**config.mk**
```make
export PLATFORM = sky130hd
export DESIGN_NAME = btn_event_encoder
export DESIGN_NICKNAME = d
export VERILOG_FILES = /design/src/rtl/genius_pkg.sv /design/src/rtl/btn_debounce.sv /design/src/rtl/btn_event_encoder.sv
export SDC_FILE = /design/constraint.sdc
export NUM_CORES = 1
export LEC_CHECK = 0
export ABC_AREA = 1
export CORE_MARGIN = 5
export CORE_UTILIZATION = 30
export CTS_BUF_LIST = sky130_fd_sc_hd__clkbuf_4 sky130_fd_sc_hd__clkbuf_8 sky130_fd_sc_hd__clkbuf_16
export DETAILED_ROUTE_END_ITERATION = 10
export PLACE_DENSITY = 0.42
export SLEW_MARGIN = 40
export SYNTH_ARGS = -nofsm -noshare
export SYNTH_HDL_FRONTEND = slang
export SYNTH_SLANG_ARGS = --single-unit
```
**constraint.sdc**
```tcl
create_clock -name clock -period 1.85 [get_ports clock]
set_input_delay 0.2775 -clock clock [delete_from_list [all_inputs] [get_ports clock]]
set_output_delay 0.2775 -clock clock [all_outputs]
set_load 0.02 [all_outputs]
```
**src/rtl/genius_pkg.sv**
```systemverilog
// Shared definitions for the button front-end and the game logic:
// button count, symbol encoding and the event FSM states.
package genius_pkg;

  localparam int NUM_BTN = 3;
  localparam int SYM_W   = 2;

  localparam logic [SYM_W-1:0] SYM_BTN0 = 2'd0;
  localparam logic [SYM_W-1:0] SYM_BTN1 = 2'd1;
  localparam logic [SYM_W-1:0] SYM_BTN2 = 2'd2;

  typedef enum logic {
    ST_IDLE = 1'b0,
    ST_HOLD = 1'b1
  } evt_state_e;

  typedef struct packed {
    logic [SYM_W-1:0] sym;
    logic             multi;
  } evt_t;

  // Lowest pressed button wins; an empty vector never reaches this.
  function automatic logic [SYM_W-1:0] lowest_btn(input logic [NUM_BTN-1:0] v);
    if (v[0])      return SYM_BTN0;
    else if (v[1]) return SYM_BTN1;
    else           return SYM_BTN2;
  endfunction

endpackage

```
**src/rtl/btn_debounce.sv**
```systemverilog
// One button: two-flop synchroniser followed by a stability counter.
// The level only flips after DEBOUNCE_CYCLES consecutive samples that
// disagree with it, so shorter glitches are invisible downstream.
module btn_debounce #(
  parameter int DEBOUNCE_CYCLES = 50000,
  localparam int CNT_W = $clog2(DEBOUNCE_CYCLES + 1)
) (
  input  logic clock,
  input  logic reset,
  input  logic din,
  output logic level
);

  localparam logic [CNT_W-1:0] CNT_LAST = CNT_W'(DEBOUNCE_CYCLES - 1);

  logic             sync1_q, sync2_q;
  logic [CNT_W-1:0] cnt_q, cnt_d;
  logic             level_q, level_d;

  // Count disagreeing samples; flip the level on the last one and restart.
  always_comb begin
    cnt_d   = '0;
    level_d = level_q;
    if (sync2_q != level_q) begin
      if (cnt_q == CNT_LAST) level_d = sync2_q;
      else                   cnt_d   = cnt_q + 1'b1;
    end
  end

  // Synchroniser, counter and debounced level registers.
  always_ff @(posedge clock or negedge reset) begin
    if (!reset) begin
      sync1_q <= 1'b0;
      sync2_q <= 1'b0;
      cnt_q   <= '0;
      level_q <= 1'b0;
    end else begin
      sync1_q <= din;
      sync2_q <= sync1_q;
      cnt_q   <= cnt_d;
      level_q <= level_d;
    end
  end

  assign level = level_q;

endmodule

```
**src/rtl/btn_event_encoder.sv**
```systemverilog
// Button front-end: debounces the raw keys, turns each physical press into
// one symbol event and holds it in a single-entry valid/ack buffer.
module btn_event_encoder
  import genius_pkg::*;
#(
  parameter int DEBOUNCE_CYCLES = 50000,
  parameter bit BTN_ACTIVE_LOW  = 1'b1,
  localparam int CNT_W = $clog2(DEBOUNCE_CYCLES + 1)
) (
  input  logic               clock,
  input  logic               reset,
  input  logic [NUM_BTN-1:0] btn,
  input  logic               enable,
  input  logic               evt_ack,
  output logic               evt_valid,
  output logic [SYM_W-1:0]   evt_symbol,
  output logic               evt_multi,
  output logic               overrun,
  output logic [NUM_BTN-1:0] btn_level
);

  logic [NUM_BTN-1:0] btn_pressed;
  logic [NUM_BTN-1:0] level;
  logic [NUM_BTN-1:0] level_prev_q;
  logic [NUM_BTN-1:0] press_edge;
  evt_state_e         state_q;
  logic               evt_valid_q;
  evt_t               evt_q;
  evt_t               new_evt;
  logic               overrun_q;
  logic               fire;
  logic               load;

  // Downstream logic is always active-high "pressed".
  assign btn_pressed = BTN_ACTIVE_LOW ? ~btn : btn;

  for (genvar i = 0; i < NUM_BTN; i++) begin : g_btn
    btn_debounce #(.DEBOUNCE_CYCLES(DEBOUNCE_CYCLES)) u_db (
      .clock (clock),
      .reset (reset),
      .din   (btn_pressed[i]),
      .level (level[i])
    );
  end

  // Press detection and whether this cycle produces / stores an event.
  always_comb begin
    press_edge    = level & ~level_prev_q;
    fire          = enable && (state_q == ST_IDLE) && (|press_edge);
    load          = fire && (!evt_valid_q || evt_ack);
    new_evt.sym   = lowest_btn(press_edge);
    new_evt.multi = ($countones(press_edge) > 1);
  end

  // One event per press: HOLD masks further edges until all keys are up.
  always_ff @(posedge clock or negedge reset) begin
    if (!reset) begin
      state_q      <= ST_IDLE;
      level_prev_q <= '0;
      evt_valid_q  <= 1'b0;
      evt_q        <= '0;
      overrun_q    <= 1'b0;
    end else begin
      level_prev_q <= level;
      overrun_q    <= 1'b0;
      if (!enable) begin
        // Keys already down when enable returns must not count as presses.
        evt_valid_q <= 1'b0;
        evt_q       <= '0;
        state_q     <= (|level) ? ST_HOLD : ST_IDLE;
      end else begin
        case (state_q)
          ST_IDLE: if (fire) state_q <= ST_HOLD;
          ST_HOLD: if (level == '0) state_q <= ST_IDLE;
          default: state_q <= ST_IDLE;
        endcase
        if (load) begin
          evt_valid_q <= 1'b1;
          evt_q       <= new_evt;
        end else if (evt_ack) begin
          evt_valid_q <= 1'b0;
        end
        if (fire && !load) overrun_q <= 1'b1;
      end
    end
  end

  assign evt_valid  = evt_valid_q;
  assign evt_symbol = evt_q.sym;
  assign evt_multi  = evt_q.multi;
  assign overrun    = overrun_q;
  assign btn_level  = level;

endmodule

```
==> results of run 1 <==
-- power breakdown --
group / switching, W / internal, W
registers: 0.0000216 / 0.00147
clock network: 0.000604 / 0.00122
logic: 0.0000758 / 0.0000419
total: 0.000702 / 0.00273
-- routing by layer --
layer / routed length (µm) / track usage (%) / part of all wire, %
met1: 3660 / 15.1 / 50
met2: 3280 / 17.6 / 45
met3: 172 / 2.40 / 2.4
met4: 154 / 5.09 / 2.1
met5: 0 / 0 / 0
-- cell usage in the layout (no fill, tap or decap), types with 2 or more instances in the layout --
| cell | instances |
|---|---|
| sky130_fd_sc_hd__nor2_2 | 5 |
| sky130_fd_sc_hd__nand2_1 | 95 |
| sky130_fd_sc_hd__nand2_2 | 9 |
| sky130_fd_sc_hd__a21oi_1 | 5 |
| sky130_fd_sc_hd__nor3_1 | 3 |
| sky130_fd_sc_hd__dfrtp_1 | 65 |
| sky130_fd_sc_hd__nand3_1 | 45 |
| sky130_fd_sc_hd__xor2_1 | 18 |
| sky130_fd_sc_hd__ha_1 | 4 |
| sky130_fd_sc_hd__clkdlybuf4s50_1 | 13 |
| sky130_fd_sc_hd__nor3_2 | 4 |
| sky130_fd_sc_hd__nor3b_2 | 2 |
| sky130_fd_sc_hd__o21ai_0 | 2 |
| sky130_fd_sc_hd__nor2_1 | 97 |
| sky130_fd_sc_hd__xor2_2 | 3 |
| sky130_fd_sc_hd__buf_4 | 2 |
| sky130_fd_sc_hd__o21ai_1 | 3 |
| sky130_fd_sc_hd__xnor2_1 | 4 |
| sky130_fd_sc_hd__clkbuf_8 | 5 |
| sky130_fd_sc_hd__inv_1 | 56 |
| sky130_fd_sc_hd__nand4_1 | 4 |
| sky130_fd_sc_hd__and2_1 | 2 |
| sky130_fd_sc_hd__o21bai_1 | 4 |
| sky130_fd_sc_hd__clkbuf_16 | 9 |
-- flip-flops by register name, summed over array words and instances, names as in the netlist --
signal              count
g_btn.u_db.cnt_q       48
g_btn.u_db.sync2_q      3
evt_valid               1
evt_multi               1
level_prev_q            3
g_btn.u_db.level        3
g_btn.u_db.sync1_q      3
overrun                 1
state_q                 1
evt_symbol              2
-- how the worst max path moves through the flow --
stage	end	from	depth (start not counted)	slack, ns
6_report	btn_level[2]	g_btn[2].u_db.level	1	0.13
5_1_grt	btn_level[2]	g_btn[2].u_db.level	1	0.06
4_1_cts	btn_level[0]	g_btn[0].u_db.level	1	0.02
3_5_place_dp	g_btn[1].u_db.cnt_q[14]	g_btn[1].u_db.cnt_q[0]	6	0.35
3_3_place_gp	evt_multi	g_btn[0].u_db.level	6	0.37
2_1_floorplan	evt_multi	g_btn[0].u_db.level	6	0.53
-- final cells by class --
cell class              instances  area (µm²)
repair buffers                 18         180
inverters                      57         214
flip-flops and latches         66        1650
clock buffers                  14         294
multi-input cells             314        1580
well taps                     143         179
clock inverters                 1        30.0
fillers                      1201        7240
-- stage by stage --
stage | util (%) | total power (W) | setup WS [ns]
3_5_place_dp | 33.4 | 0.00164 | 0.348
4_1_cts | 36.3 | 0.00348 | 0.0227
2_1_floorplan | - | 0.00157 | 0.525
3_3_place_gp | 33.4 | 0.00164 | 0.374
6_report | 36.3 | 0.00343 | 0.126
5_1_grt | 36.3 | 0.00357 | 0.0575
-- cells by family (layout without fill, tap and decap cells) --
family	after synthesis	after routing	synth area share [%]
simple gates	269	269	34.3
flops	66	66	47.6
buf+inv	60	90	6.81
xor+xnor	25	25	6.96
compound gates	16	16	2.92
fa+ha+maj	4	4	1.44
-- timing repair --
action	CTS	global route
hold buffers	1	0
endpoints found under the hold margin	60	0
setup endpoints to repair	0	1
resized for setup	0	1
==> impl_summary.md, run 1 <==
Status
The flow ran to the end, and the final reports show no timing, DRC or antenna violations.

Synth
Counting flops and latches in the post-synthesis netlist gives 66. The sequential element share of the synthesized area is 47.6%. The number of distinct library cell variants in the gate-level netlist after synthesis is 27. The biggest area contributor in the post-synthesis netlist is sky130_fd_sc_hd__dfrtp_1. In the post-synthesis netlist, the biggest area contributors are sky130_fd_sc_hd__dfrtp_1, sky130_fd_sc_hd__nor2_1, sky130_fd_sc_hd__nand2_1. Synthesis handed over a netlist of 440 instances. The most used flip-flop cell after synthesis is sky130_fd_sc_hd__dfrtp_1. In this run, synthesis inferred 0 flip-flops with an integrated enable. The average instance in the mapped netlist occupies slightly below 8 µm². The share of the synthesized area in the top cell type is 47.6%. The most numerous cell in the Yosys netlist is sky130_fd_sc_hd__nor2_1.

The net count after synthesis is 451. By count the netlist is led by sky130_fd_sc_hd__nor2_1, sky130_fd_sc_hd__nand2_1, sky130_fd_sc_hd__dfrtp_1, sky130_fd_sc_hd__inv_1, sky130_fd_sc_hd__nand3_1. The warning count from the yosys run is 0. Summing every instance area after synthesis gives 0.00347 mm². In the synthesized netlist the async set-or-reset flop fraction comes to 100%.

Global route
The first global-routing pass estimated between 10 and 15 mm of wire. Global routing used 11.3% of the available tracks across all layers. Entering global routing, the biggest net connects 67 pins. The number of global-route vias before repair is roughly 2700. The number of antenna violations at the first check in global routing is 0. Summed over all layers, the global routing overflow is 0.

Critical path
The worst endpoint data arrival time is 1.45 ns. The largest stage delay on the critical path is 0.65 ns. Among all stages on the critical path, the largest delay is contributed by sky130_fd_sc_hd__clkdlybuf4s50_1. Of all nets on the critical path, the largest fanout is 6. The setup check on the worst reg-to-reg path leaves a slack of 0.36 ns. The critical path's top delay family is buffers and inverters. The endpoint class of the critical path is a primary output. The signal on the critical path passes through clkdlybuf4s50_1.

The critical path launch point type is a flip-flop. The endpoint identified for the worst register-to-register timing path is g_btn[1].u_db.cnt_q[8]. The number of buffers and inverters on the critical path is 1. The critical path in this run is classified as reg -> out.

For the worst flop-to-flop path, the logic depth is 6. The beginning of the worst register-to-register path is g_btn[1].u_db.cnt_q[0]. STA puts the critical path data required time at between 1.5 and 2 ns.

Timing
The relative max-transition margin is between 70% and 80%. The number of endpoints failing setup at the final stage is 0. The count of endpoints failing hold in the final timing report is 0.

The final critical path takes up 93.2% of the cycle. The final number of max-transition violations is 0. The maximum clock frequency is 0.580 GHz. At the pin with the least slew margin, the transition time is about 0.37 ns.

The final setup skew is 0.00847 ns. Hold is met by 0.346 ns. Setup repair after global routing left no endpoint under its margin. The total negative slack for setup checks is 0 ns. The final critical delay including setup and external delays is between 1.5 and 2 ns.

Place
The routability-driven placement congestion ratio is 0.820. The count of buffers inserted at the top-level ports is 14. The cell count after placement is 597.

The placed wire-length estimate is 5.30 mm. The placed instances occupy a cell area of 0.00380 mm².

Layout
In the final layout, the share of cells above drive strength 1 is about a tenth. 0 antenna diodes ended up in the layout. The number of nets at the end of the flow is 477.

The area added between synthesis and finish is 19.1%. The finished layout cell area is 0.00413 mm². The number of standard cells in the layout, taps in and fillers out is between 600 and 700.

Clock tree
The later-pin clock latency in the skew report is 0.32 ns. The largest buffer count on any clock path is 2. The tree is rooted in a sky130_fd_sc_hd__clkbuf_16.

Clock tree synthesis found a total of 66 sinks. Post-CTS timing repair inserted 0 buffers for setup. The clock input transition at the sequential cells of the worst setup and hold paths is 0.05 ns.

The TritonCTS clock tree is done. The number of clock buffers added by TritonCTS is 9. In this run the number of H-tree levels came out at 3.

Min path
The worst hold path depth is 0. The worst hold path terminates at g_btn[0].u_db.sync2_q. The tightest min-delay check is of the reg -> reg type. The hold path startpoint is g_btn[0].u_db.sync1_q.

Die
For this configuration, the core starts out at a cell density of 30.5%. The number of cell rows is 39. The number of top-level pins is 15.

From left edge to right edge, the die measures about 120 µm. The placeable core region is 0.0114 mm². The area of the die is 0.0138 mm². The die boundary height is 118 µm.

Pwr
IR analysis of the VDD net gives a maximum drop of 0.000503 V. The cell leakage power is 1.90 nW. Dividing total power by cell area gives a power density of 830 mW/mm².

Routing
The count of nets left with antenna violations once routing finished came out at 0. The via-per-instance ratio is 4.34. The post-detailed-route wirelength per cell is 11.8 µm.

The first detailed-routing pass ran for 4 iterations. The number of DRC violations after detailed-routing iteration 0 is roughly 150. For this run, design rule violations remaining after detail routing come to 0. The routed layout has roughly 2700 vias. Wires add up to 7.26 mm.

Job
Max-cap violations in this run came to 0.
(Power assumes the default switching activity.)
==> run 2, diff against run 1 <==
--- a/config.mk
+++ b/config.mk
@@ -9,9 +9,12 @@
 export CORE_MARGIN = 5
 export CORE_UTILIZATION = 30
 export CTS_BUF_LIST = sky130_fd_sc_hd__clkbuf_4 sky130_fd_sc_hd__clkbuf_8 sky130_fd_sc_hd__clkbuf_16
+export CTS_CLUSTER_SIZE = 14
 export DETAILED_ROUTE_END_ITERATION = 10
+export GPL_TIMING_DRIVEN = 0
 export PLACE_DENSITY = 0.42
 export SLEW_MARGIN = 40
 export SYNTH_ARGS = -nofsm -noshare
 export SYNTH_HDL_FRONTEND = slang
 export SYNTH_SLANG_ARGS = --single-unit
+export TNS_END_PERCENT = 20
==> impl_summary.md, run 2 (synthesized netlist as in run 1, its figures left out) <==
Timing
The period utilization is 96.9%. Between clock sinks in the finished design, the worst skew comes to approximately 0.0071 ns. The count of endpoints failing hold in the final timing report is 0. Setup violations remaining at the end of the flow were counted as 0. The smallest clock period supported by the final layout is computed as 1.79 ns.

The transition at the pin with the smallest max-transition slack is 0.339 ns. The relative max-transition margin is 77.4%. The maximum clock frequency is approximately 0.56 GHz. Setup slack closes at 0.0573 ns. Setup repair after global routing left no endpoint under its margin. The final number of max-transition violations is 0.

Layout
The register with the most flip-flops in the layout has 48 of them. The finished layout cell area is 0.00412 mm². g_btn.u_db.cnt_q holds more flip-flops than any other register. Of the cells placed in the final design, the portion with a size suffix greater than 1 is a little under an eighth. The number of antenna diodes in the final layout is 0. The library cell used most frequently in the layout, excluding fill and tap cells, is sky130_fd_sc_hd__nor2_1. In the layout the commonest cells are sky130_fd_sc_hd__nor2_1, sky130_fd_sc_hd__nand2_1, sky130_fd_sc_hd__dfrtp_1. For this run, the post-layout net count is 478. Compared with the post-synthesis result, the final layout area differs by 18.6%.

Clock tree
The longest clock path from root to sink contains 2 buffers. The clock buffer count from CTS is 9. The root buffer cell chosen for the clock tree is sky130_fd_sc_hd__clkbuf_16.

The number of H-tree branching levels is 3. In this run the post-CTS setup repair buffer count came out at 0. At the later pin of the worst-skew pair, clock insertion delay measures 0.33 ns. TritonCTS built the clock tree. The number of sinks on the clock net is 66. Clock-pin slew was measured on the worst setup and hold paths at 0.06 ns.

Place
The HPWL after detailed placement is 5.34 mm. The routability-driven placement congestion ratio is approximately 0.84. Input and output buffers added on the ports amount to 14. Before CTS, the worst setup slack after placement is 0.245 ns.

After detailed placement, the total cell area comes to 0.00381 mm².

Pwr
VDD sags by at most 0.000319 V. The switching part of the total power is 22.8%. The analysis attributes to net switching a power of 0.000751 W. In this run the power density over the cells is 801 mW/mm². The clock network burns between 50% and 60% of the power. The part of the power in registers is between 40% and 50%. The logic gate share of total power is approximately 3.6%. For this design the static power due to leakage is 1.89 nW. The design internal power is 0.00255 W.

Status
The run finished with clean final reports.

Min path
The worst hold path belongs to the class reg -> reg.

Critical path
The endpoint class of the critical path is a primary output. The number of buffers and inverters on the critical path is 2. In this run the worst path has a maximum fanout of 6. For the worst setup path, the data arrival time is 1.52 ns. The largest stage delay on the critical path is between 0.5 and 0.6 ns. The required time of the critical path is 1.57 ns.

The critical path launch point type is a flip-flop. Walking the worst path, the cells encountered are buf_4 -> clkdlybuf4s50_1. The slowest cell on the critical path is sky130_fd_sc_hd__clkdlybuf4s50_1. The worst setup path is of the reg -> out kind. Among cell families on the critical path, the largest total delay comes from buffers and inverters.

Global route
Global routing used 11.2% of the available tracks. The remaining global-route overflow is 0. The pin count of the biggest net entering global routing is 40. The number of global-route vias before repair is 2618.

The global-route wire length before repair is 12.5 mm. The number of antenna violations at the first check in global routing is 0.

Routing
The post-detailed-route wirelength per cell is 11.9 µm. The final layout contains routed wiring with a total length of 7.31 mm. The post-detailed-route DRC marker count is 0.

The first routing iteration left about 150 violations. The first detailed-routing pass took 4 iterations. The detail route stage leaves a number of antenna-violating nets equal to 0. Dividing the detail-routed via count by the number of cells gives 4.32. The via count of the routed design is 2659.

Die
During I/O placement, the number of pins put on the boundary was 15. In this run the horizontal extent of the chip is 118 µm. The die boundary height is 118 µm. The area of the die is 0.0138 mm². After floorplanning, the core was sized to cover 0.0114 mm².

The initial utilization of the core area, before any placement, comes to 30.5%. The number of cell rows is 39.

Job
The max-cap check violation count is 0.
==> run 2: cell type report <==
| class | instances | area (µm²) |
|---|---|---|
| fillers | 1203 | 7250 |
| flip-flops and latches | 66 | 1660 |
| multi-input cells | 314 | 1580 |
| clock buffers | 9 | 225 |
| inverters | 57 | 214 |
| well taps | 143 | 179 |
| repair buffers | 16 | 169 |
| clock inverters | 7 | 70.1 |
| plain buffers | 3 | 22.5 |
==> run 2: path summary, 6_finish.rpt <==
kind	start	endpoint	slack (ns)	cells after the start
min in group asynchronous	reset	g_btn[2].u_db.cnt_q[13]	0.38	2
max in group asynchronous	reset	g_btn[1].u_db.level	0.96	3
min reg2reg	g_btn[2].u_db.sync1_q	g_btn[2].u_db.sync2_q	0.34	0
max reg2reg	g_btn[1].u_db.cnt_q[0]	g_btn[1].u_db.cnt_q[8]	0.32	6
max	g_btn[0].u_db.level	btn_level[0]	0.06	2
min	g_btn[2].u_db.sync1_q	g_btn[2].u_db.sync2_q	0.34	0
==> run 2: layer usage <==
| metal | vias up | wire [µm] | global-route usage, % |
|---|---|---|---|
| met4 | 0 | 113 | 5.38 |
| met3 | 7 | 187 | 2.84 |
| li1 | 1413 | - | - |
| met5 | - | 0 | 0 |
| met2 | 27 | 3380 | 17.5 |
| met1 | 1212 | 3640 | 14.4 |
==> run 2: power by group through the flow <==
stage	combinational (W)	sequential (W)	clock, W
floorplan	0.0000576	0.00151	0
global route	0.000141	0.00149	0.00182
detailed placement	0.000124	0.00151	0
finish	0.000120	0.00149	0.00169
global placement	0.000117	0.00151	0
CTS	0.000126	0.00149	0.00175
==> run 2: worst register-to-register path, stage by stage (launching register included) <==
cell,delay [ns]
sky130_fd_sc_hd__dfrtp_1,0.39
sky130_fd_sc_hd__ha_1,0.26
sky130_fd_sc_hd__nand3_1,0.19
sky130_fd_sc_hd__nor2_1,0.18
sky130_fd_sc_hd__nand2_1,0.13
sky130_fd_sc_hd__nand2_2,0.19
sky130_fd_sc_hd__nor2_1,0.07
==> run 2: what timing repair did <==
item,CTS,global route
endpoints found under the hold margin,27,0
hold buffers,1,0
gates resized for setup,2,2
gates cloned,0,0
endpoints found under the setup margin,2,2
==> run 2: stage by stage <==
step                hold slack [ns]  total power [W]  instances  utilization, %  TNS [ns]
finish                        0.342          0.00330        615            36.2         0
global route                  0.358          0.00345        615            36.2         0
CTS                           0.347          0.00337        615            36.2         0
detailed placement            0.170          0.00164        598            33.5         0
global placement              0.333          0.00163        597            33.3   -127.57
floorplan                   -0.0181          0.00157        440               -         0
==> run 3, diff against run 2 <==
--- a/config.mk
+++ b/config.mk
@@ -17,4 +17,3 @@
 export SYNTH_ARGS = -nofsm -noshare
 export SYNTH_HDL_FRONTEND = slang
 export SYNTH_SLANG_ARGS = --single-unit
-export TNS_END_PERCENT = 20
==> impl_summary.md, run 3 (synthesized netlist as in run 1, its figures left out) <==
Die
The number of cell rows is 39. The initial core utilization is a little under a third. The die boundary width is 118 µm. Pin placement for this block handled 15 I/O pins. The area of the die is 0.0138 mm². The placeable core region is 0.0114 mm². The die is 118 µm tall.

Status
The flow ran to the end, and the final reports show no timing, DRC or antenna violations.

Routing
Dividing the detail-routed wire length by the instance count gives 11.9 µm. After detailed routing, the total wire length is roughly 7.3 mm. The remaining antenna violation count is 0.

The post-detailed-route DRC marker count is 0. For this block, the via count after detailed routing is around 2700. The first-pass iteration count of the detailed router is 4.

In this run, the number of DRC markers left after iteration 0 of detailed routing was 149. The via-per-instance ratio is 4.33.

Clock tree
The clock input transition at the sequential cells of the worst setup and hold paths is ~0.060 ns. TritonCTS built the clock tree. The later-pin clock latency in the skew report is 0.33 ns. The root buffer cell chosen for the clock tree is sky130_fd_sc_hd__clkbuf_16. Counting the buffers created by CTS gives 9. CTS saw 66 sinks. The largest buffer count on any clock path is 2. The clock tree synthesis step divided the H-tree into 3 levels.

Timing
Setup violations remaining at the end of the flow were counted as 0. Setup repair after global routing left no endpoint under its margin. The count of endpoints failing hold in the final timing report was 0. The minimum hold slack is 0.342 ns. The maximum clock frequency is 0.558 GHz. The worst path meets setup with 0.0574 ns of slack. The transition at the pin with the smallest max-transition slack is approximately 0.34 ns. The routed design could run at a clock period as short as approximately 1.8 ns. The final setup skew is between 0.007 and 0.008 ns. Measured against its own limit, the worst slew margin works out to 77.4%. The period utilization is 96.9%.

The final number of max-transition violations came to 0.

Critical path
The endpoint class of the critical path is a primary output. Along the worst path, the maximum fanout reaches 6. STA puts the critical path data required time at 1.57 ns. The worst endpoint data arrival time is 1.52 ns. The critical path goes through buf_4 -> clkdlybuf4s50_1. The category of the critical setup timing path is reg -> out. In this design, the stage delay of the slowest critical-path cell is 0.59 ns.

The slowest stage of the critical path belongs to the cell sky130_fd_sc_hd__clkdlybuf4s50_1. The critical path launch point type is a flip-flop.

Pwr
For this design the static power due to leakage is around 1.9 nW. The power density over the cells is 798 mW/mm². Across the VDD grid, the largest voltage drop is 0.000320 V.

Layout
The most common cell after layout, fill and taps aside is sky130_fd_sc_hd__nor2_1. The library cells used most frequently in the layout, excluding fill and tap cells, are sky130_fd_sc_hd__nor2_1, sky130_fd_sc_hd__nand2_1, sky130_fd_sc_hd__dfrtp_1. 0 antenna diodes ended up in the layout. The share of final-layout standard cells stronger than drive strength 1 is roughly 12%.

The top register by number of flip-flops is g_btn.u_db.cnt_q. The area added between synthesis and finish is 19.1%. After filler insertion, the fill cell instance count of the layout stands at between 1000 and 1500.

The register with the most flip-flops in the layout has 48 of them. The number of nets at the end of the flow is 480.

Place
The count of buffers inserted at the top-level ports is 14. Detailed placement ended at an HPWL of 5.34 mm. The routability-driven placement congestion ratio is between 0.8 and 0.9. Before CTS, the worst setup slack after placement is 0.245 ns.

Global route
The first global-routing pass estimated 12.5 mm of wire. The total overflow left after global routing is 0. Entering global routing, the biggest net connects 40 pins.

The number of global-route vias before repair is between 2000 and 3000. Global routing used approximately 11% of the available tracks. The number of antenna violations at the first check in global routing is 0.

Min path
The tightest min-delay check is of the reg -> reg type.

Job
Max-cap violations in this run came to 0.
==> run 3: cell count changes in the layout (fill, tap and decap cells not counted), sizes merged <==
cell and change:
buf +1, clkdlybuf4s50 +1
==> run 3: where the power goes <==
group	total (W)	leakage, nW	switching (W)	internal, W
logic	0.000120	0.855	0.0000776	0.0000422
registers	0.00149	0.896	0.0000214	0.00147
clock network	0.00169	0.145	0.000652	0.00104
total	0.00330	1.90	0.000751	0.00255
==> run 3: repair_timing <==
action | 4_1_cts | 5_1_grt
gates resized for setup | 2 | 1
hold buffers | 1 | 0
buffers inserted | 0 | 2
endpoints found under the hold margin | 27 | 0
endpoints found under the setup margin | 2 | 2
pin swaps | 0 | 0
==> run 3: cell type report <==
class | count | area, µm² | area share (%)
Clock inverter | 7 | 70.1 | 1.69
Multi-Input combinational cell | 314 | 1580 | 38.3
Tap cell | 143 | 179 | 4.33
Sequential cell | 66 | 1660 | 40.0
Timing Repair Buffer | 18 | 186 | 4.51
Inverter | 57 | 214 | 5.17
Clock buffer | 9 | 225 | 5.45
Buffer | 3 | 22.5 | 0.545
==> run 3: path summary, 6_finish.rpt <==
path | startpoint | end | slack, ns | cells after the start
worst max register to register | g_btn[1].u_db.cnt_q[0] | g_btn[1].u_db.cnt_q[8] | 0.32 | 6
max in group asynchronous | reset | g_btn[1].u_db.level | 0.96 | 3
min in group asynchronous | reset | g_btn[2].u_db.cnt_q[13] | 0.38 | 2
worst max-delay path | g_btn[0].u_db.level | btn_level[0] | 0.06 | 2
worst min register to register | g_btn[2].u_db.sync1_q | g_btn[2].u_db.sync2_q | 0.34 | 0
worst min-delay path | g_btn[2].u_db.sync1_q | g_btn[2].u_db.sync2_q | 0.34 | 0
==> run 3: worst max-delay path, delay by kind of cell (launching register included) <==
family | cells | cell delay (ns)
buffers and inverters | 2 | 0.73
DFF | 1 | 0.47
==> run 3: metrics by stage <==
stage | TNS (ns) | area [µm²] | util (%) | power (W) | std cells
after detailed placement | 0 | 3810 | 33.5 | 0.00164 | 598
final | 0 | 4140 | 36.4 | 0.00330 | 617
after global routing | 0 | 4140 | 36.4 | 0.00345 | 617
after CTS | 0 | 4120 | 36.2 | 0.00337 | 615
after floorplan | 0 | 3470 | - | 0.00157 | 440
after global placement | -127.57 | 3790 | 33.3 | 0.00163 | 597
==> run 3: metal layers <==
layer	global-route usage, %	wire [µm]	vias up
met4	5.38	95	0
met5	0	0	-
li1	-	-	1418
met1	14.4	3610	1217
met2	17.5	3420	34
met3	2.84	198	5
